===== src/rtl/fpu_pkg.sv =====
// Shared FPU definitions: binary32 field widths, special encodings, divider FSM states.
package fpu_pkg;

  localparam int unsigned EXP_W = 8;
  localparam int unsigned MAN_W = 23;
  localparam int unsigned BIAS  = 127;

  localparam logic [31:0] QNAN    = 32'h7FC00000;
  localparam logic [31:0] POS_INF = 32'h7F800000;

  typedef enum logic [1:0] {IDLE, DIV, ROUND, DONE} state_t;

  // Special-case outcome decided when the operands are accepted
  typedef enum logic [1:0] {SP_NONE, SP_NAN, SP_INF, SP_ZERO} special_t;

endpackage


===== src/rtl/fdiv_round.sv =====
// Combinational normalize / RNE round / range check / pack for the sequential divider.
module fdiv_round
  import fpu_pkg::*;
(
  input  logic              sign,
  input  logic signed [9:0] e,
  input  logic [24:0]       q,
  input  logic              sticky,
  input  special_t          spec,
  output logic [31:0]       y,
  output logic              ovf,
  output logic              udf
);

  logic              inc;
  logic [24:0]       sig;
  logic              carry;
  logic signed [9:0] e_r;
  logic [MAN_W-1:0]  frac;

  // Round the 24-bit significand q[24:1] with guard q[0], then select the packed result
  always_comb begin
    inc   = q[0] & (sticky | q[1]);
    sig   = {1'b0, q[24:1]} + {24'd0, inc};
    carry = sig[24];
    e_r   = carry ? e + 10'sd1 : e;
    // on carry the significand is exactly 1.0, so the shifted fraction is all zero
    frac  = carry ? sig[23:1] : sig[22:0];
    y     = '0;
    ovf   = 1'b0;
    udf   = 1'b0;
    case (spec)
      SP_NAN:  y = QNAN;
      SP_INF:  y = {sign, POS_INF[30:0]};
      SP_ZERO: y = {sign, 31'd0};
      default: begin
        if (e_r >= 10'sd255) begin
          y   = {sign, POS_INF[30:0]};
          ovf = 1'b1;
        end else if (e_r <= 10'sd0) begin
          y   = {sign, 31'd0};
          udf = 1'b1;
        end else begin
          y = {sign, e_r[EXP_W-1:0], frac};
        end
      end
    endcase
  end

endmodule


===== src/rtl/fdiv_seq.sv =====
// Sequential binary32 divider y = x1 / x2: 25-step restoring mantissa division,
// valid/ready on both sides, one operation in flight, uniform 26-cycle latency.
module fdiv_seq
  import fpu_pkg::*;
(
  input  logic        clk,
  input  logic        rstn,
  input  logic        in_valid,
  output logic        in_ready,
  input  logic [31:0] x1,
  input  logic [31:0] x2,
  output logic        out_valid,
  input  logic        out_ready,
  output logic [31:0] y,
  output logic        ovf,
  output logic        udf
);

  state_t            state;
  logic [4:0]        count;
  logic [25:0]       rem;
  logic [MAN_W:0]    divisor;
  logic [24:0]       quo;
  logic              sign;
  logic signed [9:0] exp_q;
  special_t          spec;

  logic [EXP_W-1:0]  e1, e2;
  logic [MAN_W-1:0]  m1, m2;
  logic              z1, z2, inf1, inf2, nan1, nan2, adj;
  logic [MAN_W:0]    ma, mb;
  logic [MAN_W+1:0]  ma_n;
  logic signed [9:0] e_n;
  special_t          spec_n;

  logic              ge;
  logic [25:0]       diff, pick, rem_n;

  logic [31:0]       r_y;
  logic              r_ovf, r_udf;

  assign in_ready = (state == IDLE);

  // Operand decode at accept: classification, mantissa pre-alignment, biased exponent
  always_comb begin
    e1     = x1[30:23];
    e2     = x2[30:23];
    m1     = x1[22:0];
    m2     = x2[22:0];
    z1     = (e1 == '0);
    z2     = (e2 == '0);
    inf1   = (e1 == '1) && (m1 == '0);
    inf2   = (e2 == '1) && (m2 == '0);
    nan1   = (e1 == '1) && (m1 != '0);
    nan2   = (e2 == '1) && (m2 != '0);
    ma     = {1'b1, m1};
    mb     = {1'b1, m2};
    adj    = (ma < mb);
    ma_n   = adj ? {ma, 1'b0} : {1'b0, ma};
    e_n    = 10'(e1) - 10'(e2) + 10'(BIAS) - 10'(adj);
    spec_n = SP_NONE;
    if (nan1 || nan2 || (z1 && z2) || (inf1 && inf2))
      spec_n = SP_NAN;
    else if (z2 || inf1)
      spec_n = SP_INF;
    else if (z1 || inf2)
      spec_n = SP_ZERO;
  end

  // One restoring-division step: subtract if possible, then shift the remainder
  always_comb begin
    ge    = (rem >= {2'b00, divisor});
    diff  = rem - {2'b00, divisor};
    pick  = ge ? diff : rem;
    rem_n = pick << 1;
  end

  fdiv_round u_round (
    .sign   (sign),
    .e      (exp_q),
    .q      (quo),
    .sticky (rem != '0),
    .spec   (spec),
    .y      (r_y),
    .ovf    (r_ovf),
    .udf    (r_udf)
  );

  // Control FSM with datapath registers and registered result outputs
  always_ff @(posedge clk or negedge rstn) begin
    if (!rstn) begin
      state     <= IDLE;
      count     <= '0;
      rem       <= '0;
      divisor   <= '0;
      quo       <= '0;
      sign      <= 1'b0;
      exp_q     <= '0;
      spec      <= SP_NONE;
      out_valid <= 1'b0;
      y         <= '0;
      ovf       <= 1'b0;
      udf       <= 1'b0;
    end else begin
      case (state)
        IDLE: begin
          if (in_valid) begin
            sign    <= x1[31] ^ x2[31];
            exp_q   <= e_n;
            spec    <= spec_n;
            rem     <= {1'b0, ma_n};
            divisor <= mb;
            quo     <= '0;
            count   <= 5'd24;
            state   <= DIV;
          end
        end
        DIV: begin
          rem <= rem_n;
          quo <= {quo[23:0], ge};
          if (count == '0) state <= ROUND;
          else             count <= count - 5'd1;
        end
        ROUND: begin
          y         <= r_y;
          ovf       <= r_ovf;
          udf       <= r_udf;
          out_valid <= 1'b1;
          state     <= DONE;
        end
        DONE: begin
          if (out_ready) begin
            out_valid <= 1'b0;
            state     <= IDLE;
          end
        end
        default: state <= IDLE;
      endcase
    end
  end

endmodule

===== config.mk =====
export PLATFORM = sky130hd
export DESIGN_NAME = fdiv_seq
export DESIGN_NICKNAME = d
export VERILOG_FILES = /design/src/rtl/fpu_pkg.sv /design/src/rtl/fdiv_round.sv /design/src/rtl/fdiv_seq.sv
export SDC_FILE = /design/constraint.sdc
export NUM_CORES = 1
export LEC_CHECK = 0
export BUFFER_PORTS_ARGS = -buffer_cell sky130_fd_sc_hd__buf_2
export CAP_MARGIN = 20
export CELL_PAD_IN_SITES_DETAIL_PLACEMENT = 2
export CELL_PAD_IN_SITES_GLOBAL_PLACEMENT = 2
export CORE_ASPECT_RATIO = 0.5
export CORE_MARGIN = 2
export CORE_UTILIZATION = 33
export DETAILED_ROUTE_END_ITERATION = 8
export GPL_TIMING_DRIVEN = 0
export PLACE_DENSITY_LB_ADDON = 0.1
export SYNTH_ARGS = -nofsm -noshare
export SYNTH_HDL_FRONTEND = slang
export SYNTH_SLANG_ARGS = --single-unit

===== constraint.sdc =====
create_clock -name clk -period 2.9 [get_ports clk]
set_clock_uncertainty 0.05 [all_clocks]
set_input_delay 0 -clock clk [delete_from_list [all_inputs] [get_ports clk]]
set_output_delay 0 -clock clk [all_outputs]
set_load 0.01 [all_outputs]

**Word level (Yosys, flattened, before mapping)**

Cells that the tools add are included.

- Register bits after elaboration: 130
- Output and inout port bits: 36
- Word-level logic and storage cells: 94
- Input port bits: 68

- Bitwise gates (word level): 3
- $lt $le $gt $ge: 4
- $add $sub $neg: 7
- Reduce and logical (&&, ||, !) cells: 28
- Equality and inequality tests: 12
- Mux-type cells: 28

Operators by type and width:

| kind | number |
|---|---|
| $pmux 32 s3 | 1 |
| $mux 25 | 3 |
| $mux 31 | 2 |
| $pmux 26 s2 | 1 |
| $pmux 25 s2 | 1 |
| $logic_not 23->1 | 2 |
| $reduce_bool 23->1 | 2 |
| $ge 26x24->1 | 1 |
| $mux 26 | 1 |
| $reduce_bool 26->1 | 1 |
| $add 24x1->25 | 1 |
| $sub 25x24->25 | 1 |
| $lt 24x24->1 | 1 |
| $mux 23 | 1 |
| $eq 8x8->1 const B | 2 |
| $logic_not 8->1 | 2 |
| $mux 2 | 6 |
| $add 10x2->10 const B | 1 |
| $add 9x8->10 const B | 1 |
| $ge 10x9->1 const B | 1 |
| $le 10x1->1 const B | 1 |
| $mux 10 | 1 |
| $mux 5 | 2 |
| $pmux 5 s2 | 1 |
| other kinds (20) | 45 |

**Logic depth before layout (Yosys ltp)**

Gate-level depths: netlist of the first run.

- Depth after elaboration: 9
- Gate-level depth with buffers: 21
- Gate-level depth less buffers: 20

**Modules after synthesis**

From an unflattened synthesis of the first run, not the netlist that was laid out.

- Cell total of the unflattened synthesis: 1093
- Area, all modules: 9915.8 um^2

Modules (own cells, without submodules):

| module | cells each | sequential area each (um^2) | area each (um^2) | instances |
|---|---|---|---|---|
| fdiv_seq | 865 | 3253.1 | 8296.7 | 1 |
| fdiv_round | 228 | 0.0 | 1619.1 | 1 |

**Least setup slack after synthesis of the first run**

OpenSTA, ideal clock, no wires.

- Path kind: in2reg
- From: in x2[5]
- To: reg exp_q[9]
- Buffers on the path: 1
- Stages: 20
- Data required time: 2785 ps
- Setup time: 65 ps
- Arrival: 3540 ps
- Setup slack: -755 ps
- Path through: inv_1 -> ha_1 -> a21o_1 -> a211oi_1 -> a31oi_1 -> a211o_1 -> a21oi_1 -> buf_2 -> inv_1 -> ha_1 -> ha_1 -> inv_1 -> fa_1 -> nor2b_1 -> o21ai_0 -> nand2b_1 -> a21o_1 -> a21o_1 -> a2111oi_0 -> a21o_1

- Longest elaborated chain between the ends: 2

Ends and longest elaborated chain:

| element | line | source |
|---|---|---|
| start, declared | fdiv_seq.sv:11 | `input logic [31:0] x2,` |
| $lt 24x24->1 | fdiv_seq.sv:58 | `adj = (ma < mb);` |
| $sub 10x1->10 | fdiv_seq.sv:60 | `e_n = 10'(e1) - 10'(e2) + 10'(BIAS) - 10'(adj);` |
| end signal, assigned | fdiv_seq.sv:109 | `exp_q <= e_n;` |
| end, declared | fdiv_seq.sv:25 | `logic signed [9:0] exp_q;` |

Every way passes these cells.
A chain may end at the register's enable or synchronous reset.

**Worst setup path after layout of the first run**

- From: reg quo[8]
- To: reg y[9]

- Longest elaborated chain between the ends: 6
- Elaborated cells on any way between the ends: 8
- Those cells by class: 1 x add/sub; 2 x order compare; 5 x mux

Ends and longest elaborated chain:

| element | line | source |
|---|---|---|
| start, declared | fdiv_seq.sv:23 | `logic [24:0] quo;` |
| start signal, assigned | fdiv_seq.sv:120 | `quo <= {quo[23:0], ge};` |
| $add 24x1->25 (*) | fdiv_round.sv:24 | `sig = {1'b0, q[24:1]} + {24'd0, inc};` |
| $mux 10 | fdiv_round.sv:26 | `e_r = carry ? e + 10'sd1 : e;` |
| $le 10x1->1 | fdiv_round.sv:40 | `end else if (e_r <= 10'sd0) begin` |
| $mux 31 | fdiv_round.sv:40 |  |
| $mux 31 (*) | fdiv_round.sv:37 | `if (e_r >= 10'sd255) begin` |
| $pmux 32 s3 (*) | fdiv_round.sv:32 | `case (spec)` |
| end signal, assigned | fdiv_seq.sv:125 | `y <= r_y;` |
| end, declared | fdiv_seq.sv:14 | `output logic [31:0] y,` |

Every way passes the cells marked *; elsewhere a longest branch is shown, timed or not.

==> results of run 1 <==
-- cell type report --
class / instances / area [um^2] / share of cell area [%]
Buffer: 39 / 246 / 1.98
Tap cell: 382 / 478 / 3.83
Multi-Input combinational cell: 761 / 6090 / 48.8
Timing Repair Buffer: 187 / 1380 / 11.0
Clock inverter: 15 / 173 / 1.38
Clock buffer: 17 / 425 / 3.41
Inverter: 114 / 435 / 3.49
Sequential cell: 130 / 3260 / 26.1
-- worst max-delay path by stage --
stage            start  endpoint  cells after the start
6_report        quo[8]      y[9]                     13
3_3_place_gp     x1[5]  exp_q[9]                     20
2_1_floorplan    x2[5]  exp_q[9]                     20
3_5_place_dp    rem[9]    rem[2]                     12
4_1_cts         rem[0]    rem[3]                     12
5_1_grt        quo[17]      y[9]                     11
-- Yosys cell counts, types with 6 or more instances --
cell      count  area share (%)
nand4_1      19             1.3
nand3_1      27             1.5
nor3_1       12            0.65
mux2i_1      14             1.5
a21o_1       27             2.2
xor2_1       30             2.8
and3_1        9            0.61
dfrtp_1     130              35
o22ai_2      10             1.4
inv_1       114             4.6
nand2_1      86             3.5
mux2_2       22             2.7
a31oi_1       6            0.41
nor2_1       65             2.6
xnor2_1      31             2.9
a211oi_1     13             1.1
buf_1         6            0.24
a22o_1       25             2.4
clkbuf_1     28             1.1
o221ai_1      8            0.76
nor2b_1       9            0.61
a21oi_1      56             3.0
nor4_1       20             1.4
o21a_1        7            0.57
ha_1         75              10
nand2b_1     11            0.75
o22ai_1      32             2.2
o211ai_1      6            0.49
o21ai_0      68             3.7
-- repair_timing --
| item | in CTS | in global routing |
|---|---|---|
| setup buffers | 12 | 25 |
| endpoints found under the hold margin | 97 | 1 |
| resized for setup | 54 | 119 |
| hold buffers | 41 | 1 |
| pin swaps | 13 | 70 |
| gates cloned | 0 | 6 |
| endpoints found under the setup margin | 64 | 85 |
-- state kept, by name, indices dropped and copies added (netlist names), 2 cells and up --
| signal | flops |
|---|---|
| count | 5 |
| divisor | 24 |
| exp_q | 10 |
| quo | 25 |
| rem | 26 |
| spec | 2 |
| state | 2 |
| y | 32 |
-- power groups by stage --
stage | logic (mW) | registers (mW) | clock network, mW
after global placement | 6.68 | 3.06 | 0
after global routing | 9.98 | 3.26 | 2.36
after CTS | 7.51 | 3.08 | 2.29
final | 9.19 | 3.18 | 2.25
after detailed placement | 6.95 | 3.10 | 0
after floorplan | 4.85 | 2.94 | 0
-- per-stage QoR --
stage                     hold slack, ns  total power [mW]
after global routing              0.0245              15.6
after global placement             0.168              9.74
after detailed placement        -0.00337              10.1
after floorplan                   -0.346              7.79
after CTS                        0.00220              12.9
final                           -0.00734              14.6
-- cell families after synthesis --
| kind of cell | after synthesis |
|---|---|
| DFF | 130 |
| buffers and inverters | 156 |
| muxes | 36 |
| and+or+nand+nor | 286 |
| xor gates and xnor gates | 62 |
| adders and majority gates | 78 |
| AOI/OAI and AO/OA | 297 |
-- worst max-delay path, stage by stage, from the launching register on --
cell and delay, ns:
dfrtp_1 0.38, buf_6 0.13, and4_1 0.19, buf_2 0.15, and4_4 0.23, and3_4 0.18, buf_8 0.14, buf_4 0.13
a211oi_1 0.27, a21oi_2 0.10, nor4_2 0.36, or3_4 0.26, nand2b_4 0.22, o22ai_2 0.08
-- per-layer routing --
layer / part of all wire, % / GRT usage [%]
met1: 45 / 31.8
met5: 0 / 0
met4: 2.4 / 8.77
met3: 3.1 / 4.50
met2: 50 / 41.4
==> impl_metrics.json, run 1 <==
{
  "status": "finished with violations",
  "violations": "hold timing, setup timing",
  "start_kind": "flip-flop",
  "hpwl_um": 25700,
  "final_cells": 1645,
  "firstDrtPassIters": 5,
  "comb_power_share_pct": 62.9,
  "htreeDepth": 4,
  "hold_viol": 1,
  "max_freq_mhz": 333,
  "ys.flop_type": "dfrtp_1",
  "io_buffers": 103,
  "globalplace.congestion": 0.852,
  "ys_seq_area_share_pct": 35.2,
  "synthDistinctLibCells": 66,
  "syn_to_final_growth_pct": 35.1,
  "holdPathStages": 4,
  "drt_iter0_drc": 421,
  "worst_pin_slew_ns": 1.05,
  "synth-simple-area-share_pct": 15.6,
  "core_mm2": 0.0276,
  "numCtsBuffers": 17,
  "routed_wl_um": 37500,
  "post-route-min-period_ns": 3.00,
  "synth_top_family_by_area": "compound AO/OA/AOI/OAI gates",
  "path_class": "flip-flop to flip-flop",
  "yosys.area_share.xor_xnor_pct": 5.96,
  "min-delay-start": "x1[5]",
  "dieArea_mm2": 0.0294,
  "drive_above_1_share_pct": 27.1,
  "antenna_found_initial": 0,
  "clockBufferDepth": 2,
  "r2r_setup_slack_ns": -0.10,
  "ir_drop_uv": 706,
  "yosys.area_share.adder_pct": 10.8,
  "layout_commonest_cell": "dfrtp_1",
  "final_nets": 1396,
  "synth-edff-count": 0,
  "vias_per_cell": 5.46,
  "power_density_mw_per_mm2": 1170,
  "utilization_pct": 45.2,
  "hold_end": "rem[6]",
  "async_reset_ff_share_pct": 100,
  "initial_core_util_pct": 33.5,
  "clkTransAtPathRegs_ns": 0.06,
  "setup_violations": 28,
  "synth_compound_area_share_pct": 21.6,
  "grt_setup_unrepaired": "true",
  "yosysWarnings": 0,
  "rows": 43,
  "synth_cells": 1045,
  "grt_usage_pct": 24.6,
  "required_ns": 3.15,
  "relSlewSlack_pct": 29.7,
  "cp_data_arrival_time_ns": 3.25,
  "fin_area_mm2": 0.0125,
  "worst_slack_ns": -0.104,
  "r2r_end": "y[9]",
  "clock_sinks": 130,
  "ff2ff_path_depth": 13,
  "die_h_um": 122,
  "synth_nets": 1191,
  "cts_root_buf": "clkbuf_16",
  "max_cap_viol_count": 0,
  "p_leak_nw": 5.55,
  "synth_area_mm2": 0.00923,
  "cts_tree": "done",
  "die_x_um": 241,
  "power.share.switching_pct": 47.7,
  "dr_total_vias": 8977,
  "pin_count": 104,
  "power.internal_mw": 7.64,
  "critPathMaxFanout": 8,
  "drt.antenna.violating_nets": 0,
  "maxSlewViolCount": 0,
  "synthMuxAreaShare_pct": 4.20,
  "worstSkewPairLatency_ns": 0.44,
  "routedWlPerCell_um": 22.8,
  "overflow": 0,
  "grt_max_degree": 71,
  "post-route-drc-count": 0,
  "dp_cells": 1531,
  "pre_cts_ws_ns": -0.782,
  "grt_pass1_wl_um": 55000,
  "diodes": 0,
  "power_switching_mw": 6.98,
  "end_kind": "flip-flop",
  "fin_hold_ws_ns": -0.00734,
  "syn_area_per_cell_um2": 8.84,
  "hp-class": "input pin to flip-flop",
  "clkPwrFrac_pct": 15.4,
  "layout_common_cells": "dfrtp_1, inv_1, buf_2",
  "grt_pass1_vias": 9691,
  "period_share_pct": 104,
  "finalSetupTns_ns": -1.40,
  "r2r-start": "quo[8]",
  "ys_ff_latch": 130,
  "seqPwrFrac_pct": 21.7,
  "num-fill-cells": 2987,
  "place_area_mm2": 0.0103
}
(Power assumes the default switching activity.)
==> run 2: changes to the inputs <==
--- a/config.mk
+++ b/config.mk
@@ -15,6 +15,7 @@
 export DETAILED_ROUTE_END_ITERATION = 8
 export GPL_TIMING_DRIVEN = 0
 export PLACE_DENSITY_LB_ADDON = 0.1
+export SETUP_SLACK_MARGIN = 0.4
 export SYNTH_ARGS = -nofsm -noshare
 export SYNTH_HDL_FRONTEND = slang
 export SYNTH_SLANG_ARGS = --single-unit
==> constraint.sdc (replaced) <==
create_clock -name clk -period 2.9 [get_ports clk]
set_clock_uncertainty 0.05 [all_clocks]
set_input_delay 0 -clock clk [delete_from_list [all_inputs] [get_ports clk]]
set_output_delay 0 -clock clk [all_outputs]
set_load 0.02 [all_outputs]
==> impl_metrics.json, run 2 (same netlist as run 1, synthesis figures left out) <==
{
  "regMostFlops": "y",
  "drive_above_1_share_pct": 34.5,
  "core_mm2": 0.0276,
  "period_share_pct": 107,
  "worstSkewPairLatency_ns": 0.45,
  "hpwl_um": 25700,
  "worst_pin_slew_ns": 1.09,
  "start_kind": "input pin",
  "r2r_setup_slack_ns": -0.10,
  "maxSlewViolCount": 0,
  "routedWlPerCell_um": 24.3,
  "clkTransAtPathRegs_ns": 0.07,
  "max_cap_viol_count": 0,
  "power_density_mw_per_mm2": 1200,
  "post-route-min-period_ns": 3.12,
  "grt_setup_unrepaired": "true",
  "worst_slack_ns": -0.215,
  "cp_data_arrival_time_ns": 3.45,
  "end_kind": "flip-flop",
  "largest_register_ffs": 32,
  "dp_cells": 1531,
  "final_nets": 1428,
  "path_class": "input pin to flip-flop",
  "grt_max_degree": 87,
  "relSlewSlack_pct": 27.0,
  "drt_iter0_drc": 521,
  "io_buffers": 103,
  "ir_drop_uv": 824,
  "grt_pass1_vias": 10000,
  "clock_sinks": 130,
  "worst_path_max_delay_cell": "a211o_1",
  "cts_tree": "done",
  "critPathMaxFanout": 2,
  "r2r_end": "rem[8]",
  "post-route-drc-count": 0,
  "final_cells": 1676,
  "antenna_found_initial": 2,
  "routed_wl_um": 40700,
  "cpMostUsedCell": "a21o_1",
  "die_x_um": 241,
  "slowest_delay_ns": 0.36,
  "dieArea_mm2": 0.0294,
  "hold_viol": 0,
  "dr_total_vias": 9253,
  "drt.antenna.violating_nets": 0,
  "pin_count": 104,
  "firstDrtPassIters": 5,
  "ff2ff_path_depth": 13,
  "pre_cts_ws_ns": -0.935,
  "p_leak_nw": 5.81,
  "violations": "setup timing",
  "layout_commonest_cell": "dfrtp_1",
  "overflow": 0,
  "globalplace.congestion": 0.891,
  "required_ns": 3.24,
  "max_freq_mhz": 321,
  "grt_pass1_wl_um": 59400,
  "r2r-start": "rem[0]",
  "syn_to_final_growth_pct": 44.3,
  "htreeDepth": 4,
  "layout_common_cells": "dfrtp_1, inv_1, buf_2",
  "vias_per_cell": 5.52,
  "status": "finished with violations",
  "initial_core_util_pct": 33.5,
  "grt_usage_pct": 26.8,
  "diodes": 0,
  "die_h_um": 122,
  "crit_chain": "buf_8, inv_6, ha_4, a21o_1, a211oi_2, a31oi_2, a211o_1, a21oi_4, buf_8, inv_4, ha_4, ha_4, inv_4, fa_2, nor2b_1, o21ai_1, nand2b_1, a21o_1, a21o_1, a2111oi_4, a21o_1",
  "cts_root_buf": "clkbuf_16",
  "hp-class": "input pin to asynchronous set/reset pin",
  "clockBufferDepth": 2,
  "numCtsBuffers": 17,
  "rows": 43,
  "setup_violations": 18,
  "largestRegisters": "y x32, rem x26, quo x25"
}
==> run 2: metal layers <==
layer / global-route usage [%] / vias up / part of all wire, % / wire length, um
met2: 44.7 / 183 / 49 / 20100
met4: 10.0 / 0 / 2.8 / 1130
met5: 0 / - / 0 / 0
met1: 35.1 / 4774 / 44 / 18000
li1: - / 4229 / - / -
met3: 4.61 / 67 / 3.6 / 1480
==> run 2: worst max path at each step <==
stage	from	endpoint	slack (ns)	cells past startpoint
after floorplan	x1[5]	exp_q[9]	-0.11	19
after global placement	x1[5]	exp_q[9]	-0.84	20
after detailed placement	x1[5]	exp_q[9]	-0.94	20
after CTS	x2[5]	exp_q[9]	-0.18	21
after global routing	x2[5]	exp_q[9]	-0.27	21
final	x2[5]	exp_q[9]	-0.22	21
==> run 2: where the power goes <==
| part | internal, mW | switching (mW) |
|---|---|---|
| registers | 2.48 | 0.730 |
| logic | 4.55 | 6.05 |
| clock network | 1.27 | 0.959 |
==> run 2: layout make-up <==
cell class / count / area (um^2)
inverters: 114 / 438
repair buffers: 218 / 1710
multi-input cells: 759 / 6520
well taps: 382 / 478
plain buffers: 42 / 330
flip-flops and latches: 130 / 3270
fillers: 2818 / 14300
clock buffers: 17 / 425
clock inverters: 14 / 156
==> run 2: through the flow <==
stage	utilization [%]	setup TNS [ns]	power, mW	hold WS [ns]	area (um^2)
6_report	48.3	-1.04	16.0	0.00439	13300
5_1_grt	48.3	-3.36	17.0	0.0209	13300
4_1_cts	46.1	-0.275	14.9	0.00412	12700
3_5_place_dp	38.2	-9.13	10.5	-0.0774	10500
3_3_place_gp	38.0	-32.76	10.2	0.194	10500
2_1_floorplan	-	-0.110	8.23	-0.346	9510
==> run 2: repair_timing <==
item | CTS | global route
resized for setup | 159 | 95
endpoints found under the setup margin | 99 | 90
hold buffers | 41 | 0
pin swaps | 68 | 47
setup buffers | 40 | 26
gates cloned | 6 | 1
hold endpoints to repair | 168 | 0
==> run 2: critical path, delay by kind of cell <==
family / cells / cell delay [ns]
and+or+nand+nor: 2 / 0.15
adders and majority gates: 4 / 0.71
buffers and inverters: 5 / 0.38
AOI/OAI and AO/OA: 10 / 2.20
==> run 3: changes to the inputs <==
--- a/config.mk
+++ b/config.mk
@@ -7,7 +7,7 @@
 export LEC_CHECK = 0
 export BUFFER_PORTS_ARGS = -buffer_cell sky130_fd_sc_hd__buf_2
 export CAP_MARGIN = 20
-export CELL_PAD_IN_SITES_DETAIL_PLACEMENT = 2
+export CELL_PAD_IN_SITES_DETAIL_PLACEMENT = 1
 export CELL_PAD_IN_SITES_GLOBAL_PLACEMENT = 2
 export CORE_ASPECT_RATIO = 0.5
 export CORE_MARGIN = 2
==> constraint.sdc (replaced) <==
create_clock -name clk -period 2.6 [get_ports clk]
set_clock_uncertainty 0.05 [all_clocks]
set_input_delay 0 -clock clk [delete_from_list [all_inputs] [get_ports clk]]
set_output_delay 0 -clock clk [all_outputs]
set_load 0.02 [all_outputs]
==> impl_metrics.json, run 3 (same netlist as run 1, synthesis figures left out) <==
{
  "status": "finished with violations",
  "violations": "setup timing",
  "power.internal_mw": 9.15,
  "gr-usage-met1_pct": 29.9,
  "critPathMaxFanout": 5,
  "worst_slack_ns": -0.296,
  "hp-class": "input pin to flip-flop",
  "overflow": 0,
  "use_met2_pct": 38.7,
  "r2r_setup_slack_ns": -0.30,
  "place_area_mm2": 0.0107,
  "largest_register_ffs": 32,
  "power_density_mw_per_mm2": 1280,
  "max_freq_mhz": 345,
  "antenna_found_initial": 0,
  "clkPwrFrac_pct": 14.9,
  "diodes": 0,
  "utilization_pct": 47.7,
  "post-route-min-period_ns": 2.90,
  "core_mm2": 0.0276,
  "path_buf_inv": 3,
  "clockBufferDepth": 2,
  "die_x_um": 241,
  "hold_viol": 0,
  "initial_core_util_pct": 33.5,
  "start_kind": "flip-flop",
  "worst_path_max_delay_cell": "dfrtp_1",
  "p_leak_nw": 5.81,
  "dr_total_vias": 8872,
  "final_nets": 1431,
  "hold_end": "rem[9]",
  "vias_per_cell": 5.28,
  "grt_setup_unrepaired": "true",
  "ir_drop_uv": 772,
  "pre_cts_ws_ns": -0.986,
  "cts_tree": "done",
  "period_share_pct": 111,
  "pin_count": 104,
  "dp_cells": 1531,
  "r2r-start": "rem[0]",
  "cp_data_arrival_time_ns": 3.20,
  "busiest_layer": "met2",
  "worst_pin_slew_ns": 0.943,
  "grt_usage_pct": 22.7,
  "fin_area_mm2": 0.0132,
  "finalSetupTns_ns": -8.30,
  "htreeDepth": 4,
  "syn_to_final_growth_pct": 42.5,
  "max_cap_viol_count": 0,
  "maxSlewViolCount": 0,
  "ff2ff_path_depth": 14,
  "required_ns": 2.90,
  "drt.antenna.violating_nets": 0,
  "relSlewSlack_pct": 36.9,
  "path_class": "flip-flop to flip-flop",
  "cts_root_buf": "clkbuf_16",
  "numCtsBuffers": 17,
  "routedWlPerCell_um": 19.8,
  "drive_above_1_share_pct": 34.4,
  "globalplace.congestion": 0.867,
  "io_buffers": 103,
  "final_cells": 1680,
  "largestRegisters": "y x32, rem x26, quo x25",
  "grt_max_degree": 80,
  "grt_pass1_vias": 9085,
  "comb_power_share_pct": 64.4,
  "power.share.switching_pct": 45.8,
  "power_switching_mw": 7.73,
  "clkTransAtPathRegs_ns": 0.06,
  "routed_wl_um": 33300,
  "firstDrtPassIters": 5,
  "clock_sinks": 130,
  "drt_iter0_drc": 408,
  "setup_violations": 49,
  "crit_chain": "inv_2, ha_4, fa_2, nor2b_4, o31a_1, o221ai_2, a21oi_2, o211ai_1, and3_4, buf_8, buf_12, mux2i_1, o22ai_1, a21oi_1",
  "grt_pass1_wl_um": 50600,
  "end_kind": "flip-flop",
  "regMostFlops": "y",
  "grt_use_met3_pct": 3.82,
  "r2r_end": "rem[1]",
  "die_h_um": 122,
  "layout_commonest_cell": "dfrtp_1",
  "worstSkewPairLatency_ns": 0.44,
  "min-delay-start": "x1[9]",
  "seqPwrFrac_pct": 20.7,
  "cp_top_family": "compound AO/OA/AOI/OAI gates",
  "fin_hold_ws_ns": 0.0121,
  "holdPathStages": 4,
  "slowest_delay_ns": 0.39,
  "dieArea_mm2": 0.0294,
  "report.power.total_mw": 16.9,
  "rows": 43,
  "layout_common_cells": "dfrtp_1, inv_1, buf_2",
  "hpwl_um": 24200,
  "post-route-drc-count": 0
}
[run 3: changes by cell type in the layout (fill, tap and decap cells not counted), moves of 4 or more]
cell,before,now
buf_1,6,2
buf_12,7,3
buf_2,99,104
buf_4,56,60
dfrtp_1,118,114
dfrtp_2,12,16
o21ai_1,9,14
o22ai_2,16,21
o22ai_4,7,2
[run 3: area by class of cell]
| type | instances | area [um^2] |
|---|---|---|
| clock buffer | 18 | 429 |
| sequential | 130 | 3270 |
| buffer | 42 | 332 |
| clock inverter | 14 | 175 |
| fill | 3157 | 14400 |
| timing repair buffer | 221 | 1670 |
| inverter | 114 | 435 |
| multi-input combinational | 759 | 6370 |
| tap | 382 | 478 |
[run 3: timing repair]
item | 4_1_cts | 5_1_grt
buffers inserted | 46 | 28
hold buffers | 38 | 0
cloned | 2 | 3
hold endpoints to repair | 164 | 0
endpoints found under the setup margin | 119 | 101
gates resized for setup | 101 | 102
pin swaps | 32 | 49
[run 3: tightest hold or removal path: stages]
cell and delay [ns]:
buf_2 0.13, mux2_2 0.18, o22ai_1 0.07, nor2_1 0.08
[run 3: worst max-delay path by stage]
stage | startpoint | to | slack, ns | cells after the start
global placement | x1[5] | exp_q[9] | -0.99 | 20
floorplan | x1[5] | exp_q[9] | -0.41 | 19
CTS | divisor[0] | rem[14] | -0.26 | 13
global route | x2[5] | exp_q[9] | -0.38 | 21
detailed placement | x1[5] | exp_q[9] | -0.99 | 20
finish | rem[0] | rem[1] | -0.30 | 14
[run 3: power by group through the flow]
stage | combinational (mW) | clock [mW] | sequential, mW
3_3_place_gp | 8.20 | 0 | 3.46
3_5_place_dp | 8.41 | 0 | 3.48
2_1_floorplan | 6.04 | 0 | 3.42
4_1_cts | 9.45 | 2.57 | 3.45
5_1_grt | 11.8 | 2.66 | 3.61
6_report | 10.9 | 2.52 | 3.50
[run 3: metal layers]
metal / vias to the layer above / share of wire (%) / wire (um)
met4: 0 / 1.7 / 571
met2: 109 / 49 / 16100
li1: 4236 / - / -
met1: 4489 / 47 / 15700
met3: 38 / 2.6 / 855
met5: - / 0 / 0
